## config.mk

```make
export PLATFORM = sky130hd
export DESIGN_NAME = obstacle_scheduler
export DESIGN_NICKNAME = d
export VERILOG_FILES = /design/src/rtl/obstacle_scheduler.sv
export SDC_FILE = /design/constraint.sdc
export NUM_CORES = 1
export LEC_CHECK = 0
export CAP_MARGIN = 20
export CORE_MARGIN = 2
export CORE_UTILIZATION = 25
export DETAILED_ROUTE_END_ITERATION = 6
export GPL_TIMING_DRIVEN = 0
export PLACE_DENSITY = 0.43
export REMOVE_ABC_BUFFERS = 1
export SKIP_LAST_GASP = 1
export SLEW_MARGIN = 20
export SYNTH_ARGS = -nofsm -noshare
export SYNTH_HDL_FRONTEND = slang
export SYNTH_SLANG_ARGS = --single-unit
```

## constraint.sdc

```tcl
create_clock -name clk -period 7.3 [get_ports clk]
set_clock_uncertainty 0.1 [all_clocks]
set_input_delay 1.46 -clock clk [delete_from_list [all_inputs] [get_ports clk]]
set_output_delay 1.46 -clock clk [all_outputs]
set_load 0.02 [all_outputs]
```

## src/rtl/obstacle_scheduler.sv

```systemverilog
// Obstacle spawn sequencer: counts frame ticks per level, allocates the lowest free slot,
// then issues a spawn over valid/ready. Request held stable until accepted; flush/level loss drops it.
module obstacle_scheduler #(
    parameter int NUM_SLOTS = 4,
    parameter int INT_L0    = 60,
    parameter int INT_L1    = 40,
    parameter int INT_L2    = 25,
    localparam int SLOT_W   = $clog2(NUM_SLOTS)
) (
    input  logic                 clk,
    input  logic                 reset,
    input  logic                 frame_tick,
    input  logic [2:0]           level,
    input  logic                 playerDied,
    input  logic [NUM_SLOTS-1:0] slot_done,
    input  logic                 spawn_ready,
    output logic                 spawn_valid,
    output logic [SLOT_W-1:0]    spawn_slot,
    output logic [2:0]           spawn_lane,
    output logic [NUM_SLOTS-1:0] slot_busy,
    output logic [10:0]          obj_count
);

    typedef enum logic [1:0] {
        S_IDLE  = 2'd0,
        S_COUNT = 2'd1,
        S_ALLOC = 2'd2,
        S_ISSUE = 2'd3
    } state_t;

    state_t               r_state;
    logic [7:0]           r_cnt;
    logic [7:0]           r_lfsr;
    logic [2:0]           r_prev_lvl;
    logic                 r_valid;
    logic [SLOT_W-1:0]    r_slot;
    logic [2:0]           r_lane;
    logic [NUM_SLOTS-1:0] r_busy;
    logic [10:0]          r_count;

    logic [2:0]           w_lvl;
    logic                 w_lvl_change;
    logic [7:0]           w_interval;
    logic                 w_cnt_last;
    logic                 w_free_found;
    logic [SLOT_W-1:0]    w_free_idx;
    logic                 w_hs;
    logic [NUM_SLOTS-1:0] w_alloc_onehot;
    logic [NUM_SLOTS-1:0] w_busy_next;
    logic                 w_lfsr_fb;

    // Anything other than a single set bit means "no play".
    assign w_lvl = (level == 3'b001 || level == 3'b010 || level == 3'b100) ? level : 3'b000;
    assign w_lvl_change = (w_lvl != 3'b000) && (r_prev_lvl != 3'b000) && (w_lvl != r_prev_lvl);

    always_comb begin
        w_interval = 8'd1;
        case (w_lvl)
            3'b001:  w_interval = 8'(INT_L0);
            3'b010:  w_interval = 8'(INT_L1);
            3'b100:  w_interval = 8'(INT_L2);
            default: w_interval = 8'd1;
        endcase
    end

    assign w_cnt_last = (r_cnt == w_interval - 8'd1);

    // Scan high to low so the lowest free index wins.
    always_comb begin
        w_free_found = 1'b0;
        w_free_idx   = '0;
        for (int i = NUM_SLOTS - 1; i >= 0; i--) begin
            if (!r_busy[i]) begin
                w_free_found = 1'b1;
                w_free_idx   = SLOT_W'(i);
            end
        end
    end

    assign w_hs = (r_state == S_ISSUE) && r_valid && spawn_ready && !playerDied
                  && (w_lvl != 3'b000) && !w_lvl_change;
    assign w_alloc_onehot = w_hs ? (NUM_SLOTS'(1) << r_slot) : '0;
    assign w_busy_next    = (r_busy & ~slot_done) | w_alloc_onehot;
    assign w_lfsr_fb      = r_lfsr[7] ^ r_lfsr[5] ^ r_lfsr[4] ^ r_lfsr[3];

    always_ff @(posedge clk) begin
        if (reset) begin
            r_state    <= S_IDLE;
            r_cnt      <= 8'd0;
            r_lfsr     <= 8'hA5;
            r_prev_lvl <= 3'b000;
            r_valid    <= 1'b0;
            r_slot     <= '0;
            r_lane     <= 3'd0;
            r_busy     <= '0;
            r_count    <= 11'd0;
        end else begin
            r_prev_lvl <= w_lvl;
            if (playerDied) begin
                r_busy  <= '0;
                r_count <= 11'd0;
                r_cnt   <= 8'd0;
                r_valid <= 1'b0;
                r_state <= S_IDLE;
            end else begin
                r_busy <= w_busy_next;
                if (w_lvl == 3'b000) begin
                    r_state <= S_IDLE;
                    r_valid <= 1'b0;
                    r_cnt   <= 8'd0;
                end else if (w_lvl_change) begin
                    r_state <= S_COUNT;
                    r_valid <= 1'b0;
                    r_cnt   <= 8'd0;
                end else begin
                    case (r_state)
                        S_IDLE: begin
                            r_state <= S_COUNT;
                            r_cnt   <= 8'd0;
                        end
                        S_COUNT: begin
                            if (frame_tick) begin
                                if (w_cnt_last) begin
                                    r_cnt   <= 8'd0;
                                    r_state <= S_ALLOC;
                                end else begin
                                    r_cnt <= r_cnt + 8'd1;
                                end
                            end
                        end
                        S_ALLOC: begin
                            // With every slot busy the spawn waits here rather than being lost.
                            if (w_free_found) begin
                                r_slot  <= w_free_idx;
                                r_lane  <= r_lfsr[2:0];
                                r_valid <= 1'b1;
                                r_state <= S_ISSUE;
                            end
                        end
                        S_ISSUE: begin
                            if (w_hs) begin
                                r_valid <= 1'b0;
                                if (r_count != 11'h7FF) begin
                                    r_count <= r_count + 11'd1;
                                end
                                r_lfsr  <= {r_lfsr[6:0], w_lfsr_fb};
                                r_state <= S_COUNT;
                            end
                        end
                        default: r_state <= S_IDLE;
                    endcase
                end
            end
        end
    end

    assign spawn_valid = r_valid;
    assign spawn_slot  = r_slot;
    assign spawn_lane  = r_lane;
    assign slot_busy   = r_busy;
    assign obj_count   = r_count;

endmodule

```

==> qor.yml <==
cells_and_area:
  fin_nets: 323
  antenna_cells: 0
  final_common_cell: "dfxtp_1"
  layout-drive-gt1-share_pct: 6.58
  layout_common_cells: "dfxtp_1, nand2_1, clkdlybuf4s50_1, a21oi_1, nor2_1"
  final_cells: 412
  syn_to_final_growth_pct: 22.9
clocking:
  clk-insertion-delay-late_ps: 300
  holdBufCountCts: 0
  htreeDepth: 2
  post_cts_resized: 0
  numCtsBuffers: 5
  cts_tree: "done"
  path_clk_slew_ps: 80
  clockBufferDepth: 2
  postCtsSetupRepairBufs: 0
  clock-sinks: 42
  cts_root_buffer: "clkbuf_8"
run_status:
  outcome: "completed"
timing:
  rsz0062_at_grt: "false"
  fin_tns_setup_ps: 0
  post-route-min-period_ps: 4080
  worstMarginPinSlew_ps: 969
  max_freq_mhz: 245
  setup_viol: 0
  fin_crit_sh_pct: 55.8
  drv_slew: 0
  hold_violations: 0
  relSlewSlack_pct: 35.1
routing:
  first_pass_iters: 4
  drc: 0
  avgViaCountPerCell: 4.72
  met2WireLength_mm: 2.21
  highest_layer: "met4"
  wire_per_inst_um: 12.6
  ant_nets: 0
  vias: 1943
  m1WireLength_mm: 2.75
  drt-initial-drc-count: 62
  wl_met3_um: 206
  totalWireLength_mm: 5.20
floorplanning:
  ios: 33
  num_rows: 34
  start_util_pct: 25.7
  coreArea_um2: 8680
  die_w_um: 98.5
  dieArea_um2: 9710
  die_y_um: 98.5
global_routing:
  globalRouteTotalUtil_pct: 11.2
  grt_pass1_vias: 1881
  grt_max_degree: 18
  grt_overflow_total: 0
  antenna_found_initial: 0
  grt_pass1_wl_mm: 9.14
power_and_ir_drop:
  sw_frac_of_total_pct: 23.1
  internal_power_w: 0.000347
  p_clk_share_pct: 41.1
  pwr-share-comb_pct: 8.0
  p_leak_nw: 0.920
  ir_drop_mv: 0.103
  p_per_area_nw_per_um2: 165
  p_seq_share_pct: 51.0
  netSwitchingPower_w: 0.000104
worst_setup_path:
  cp.required_ps: 7410
  ff2ff_setup_slack_ps: 5110
  cp-end-kind: "flip-flop"
  crit_end: "r_cnt[2]"
  arrival_ps: 4190
  startpoint_type: "input pin"
  r2r.worst_path.cells: 6
  r2r_start: "r_prev_lvl[0]"
  reg2reg_to: "obj_count[5]"
  path_class: "input pin to flip-flop"
  cp-startpoint: "level[0]"
  crit_fanout: 11
placed_design:
  portBuffers: 32
  dp_hpwl_mm: 3.71
  place_inst: 404
  place.gp.congestion: 0.754
logic_synthesis:
  ys_types: 50
  ys_seq_elements: 42
  ys_warn_count: 0
  syn_area_um2: 2230
  syn_avg_cell_area_um2: 8.15
  yosysSeqAreaShare_pct: 37.6
  postSynthCellCount: 274
  synth_edf_count: 0
  async_flop_share_pct: 0
  synth_ff_type: "dfxtp_1"
hold_path:
  hold_class: "flip-flop to flip-flop"
flow_run:
  maxCapViolCount: 0
[registers in the layout, summed over array words and instances (netlist names)]
signal and flops:
obj_count 11, r_cnt 8, r_lfsr 8, slot_busy 4, r_prev_lvl 3, spawn_lane 3, r_state 2, spawn_slot 2
spawn_valid 1
[cell families after synthesis]
| family | after synthesis | share of synthesized area (%) |
|---|---|---|
| buffers and inverters | 20 | 4.09 |
| XOR/XNOR | 10 | 4.26 |
| flip-flops | 42 | 37.6 |
| AO/OA/AOI/OAI | 60 | 16.9 |
| AND/OR/NAND/NOR | 128 | 30.0 |
| adder cells (fa/ha/maj) | 9 | 4.93 |
| multiplexers | 5 | 2.24 |
[stage by stage]
step | cell area (um^2) | utilization [%] | hold slack [ps] | power, W | worst slack, ps
after floorplan | 2180 | - | 331 | 0.000257 | 3990
after global placement | 2640 | 30.4 | 345 | 0.000272 | 2890
after detailed placement | 2640 | 30.4 | 350 | 0.000272 | 2890
after CTS | 2750 | 31.6 | 363 | 0.000461 | 3210
after global routing | 2750 | 31.6 | 381 | 0.000475 | 3020
final | 2750 | 31.6 | 360 | 0.000452 | 3220
[critical path, cell delays in order]
cell             delay, ps
clkdlybuf4s50_1        770
or3b_1                 460
ha_1                   220
xor2_1                 150
nor3_1                 250
a211oi_2               110
a21oi_1                450
a21oi_1                130
o21ai_0                190
[worst min path at each step]
| stage | from | end | slack [ps] | cells after the start |
|---|---|---|---|---|
| floorplan | r_lfsr[6] | r_lfsr[6] | 330 | 2 |
| global placement | r_lfsr[6] | r_lfsr[6] | 340 | 2 |
| detailed placement | r_lfsr[6] | r_lfsr[6] | 350 | 2 |
| CTS | r_lfsr[6] | r_lfsr[6] | 360 | 2 |
| global route | r_lfsr[6] | r_lfsr[6] | 380 | 2 |
| finish | r_lfsr[6] | r_lfsr[6] | 360 | 2 |
[layout make-up]
| type | count | area (um^2) |
|---|---|---|
| fillers | 963 | 5930 |
| multi-input cells | 212 | 1300 |
| flip-flops and latches | 42 | 841 |
| repair buffers | 32 | 320 |
| well taps | 108 | 135 |
| clock buffers | 6 | 72.6 |
| clock inverters | 2 | 37.5 |
| inverters | 10 | 37.5 |
[metal layers]
metal / vias to the layer above / track usage, %
li1: 1019 / -
met1: 887 / 16.0
met2: 32 / 17.1
met3: 5 / 2.91
met4: 0 / 2.21
met5: - / 0
[Yosys cell counts, types with 3 or more instances]
| cell | count | area, um^2 |
|---|---|---|
| dfxtp_1 | 42 | 841 |
| xor2_1 | 4 | 35.0 |
| xnor2_1 | 5 | 43.8 |
| nor2_1 | 24 | 90.1 |
| a21oi_1 | 28 | 140 |
| inv_1 | 10 | 37.5 |
| or2_2 | 4 | 25.0 |
| nor3_1 | 8 | 40.0 |
| clkbuf_1 | 3 | 11.3 |
| nand3_1 | 15 | 75.1 |
| nand4_1 | 3 | 18.8 |
| nand3b_1 | 5 | 37.5 |
| ha_1 | 8 | 100 |
| o21ai_0 | 14 | 70.1 |
| buf_2 | 4 | 20.0 |
| or3_1 | 5 | 31.3 |
| nand2_1 | 39 | 146 |
| nand2b_1 | 5 | 31.3 |
| o31ai_1 | 3 | 22.5 |
| mux2i_1 | 5 | 50.1 |
| buf_4 | 3 | 22.5 |
| or4_1 | 4 | 30.0 |
[power by group through the flow]
stage                     registers, W   logic, W  clock network [W]
after global routing          0.000230  0.0000404           0.000204
after global placement        0.000236  0.0000364                  0
after detailed placement      0.000236  0.0000365                  0
after CTS                     0.000230  0.0000367           0.000194
after floorplan               0.000236  0.0000210                  0
final                         0.000230  0.0000361           0.000186
No activity file was read; power rests on OpenSTA's default activity.
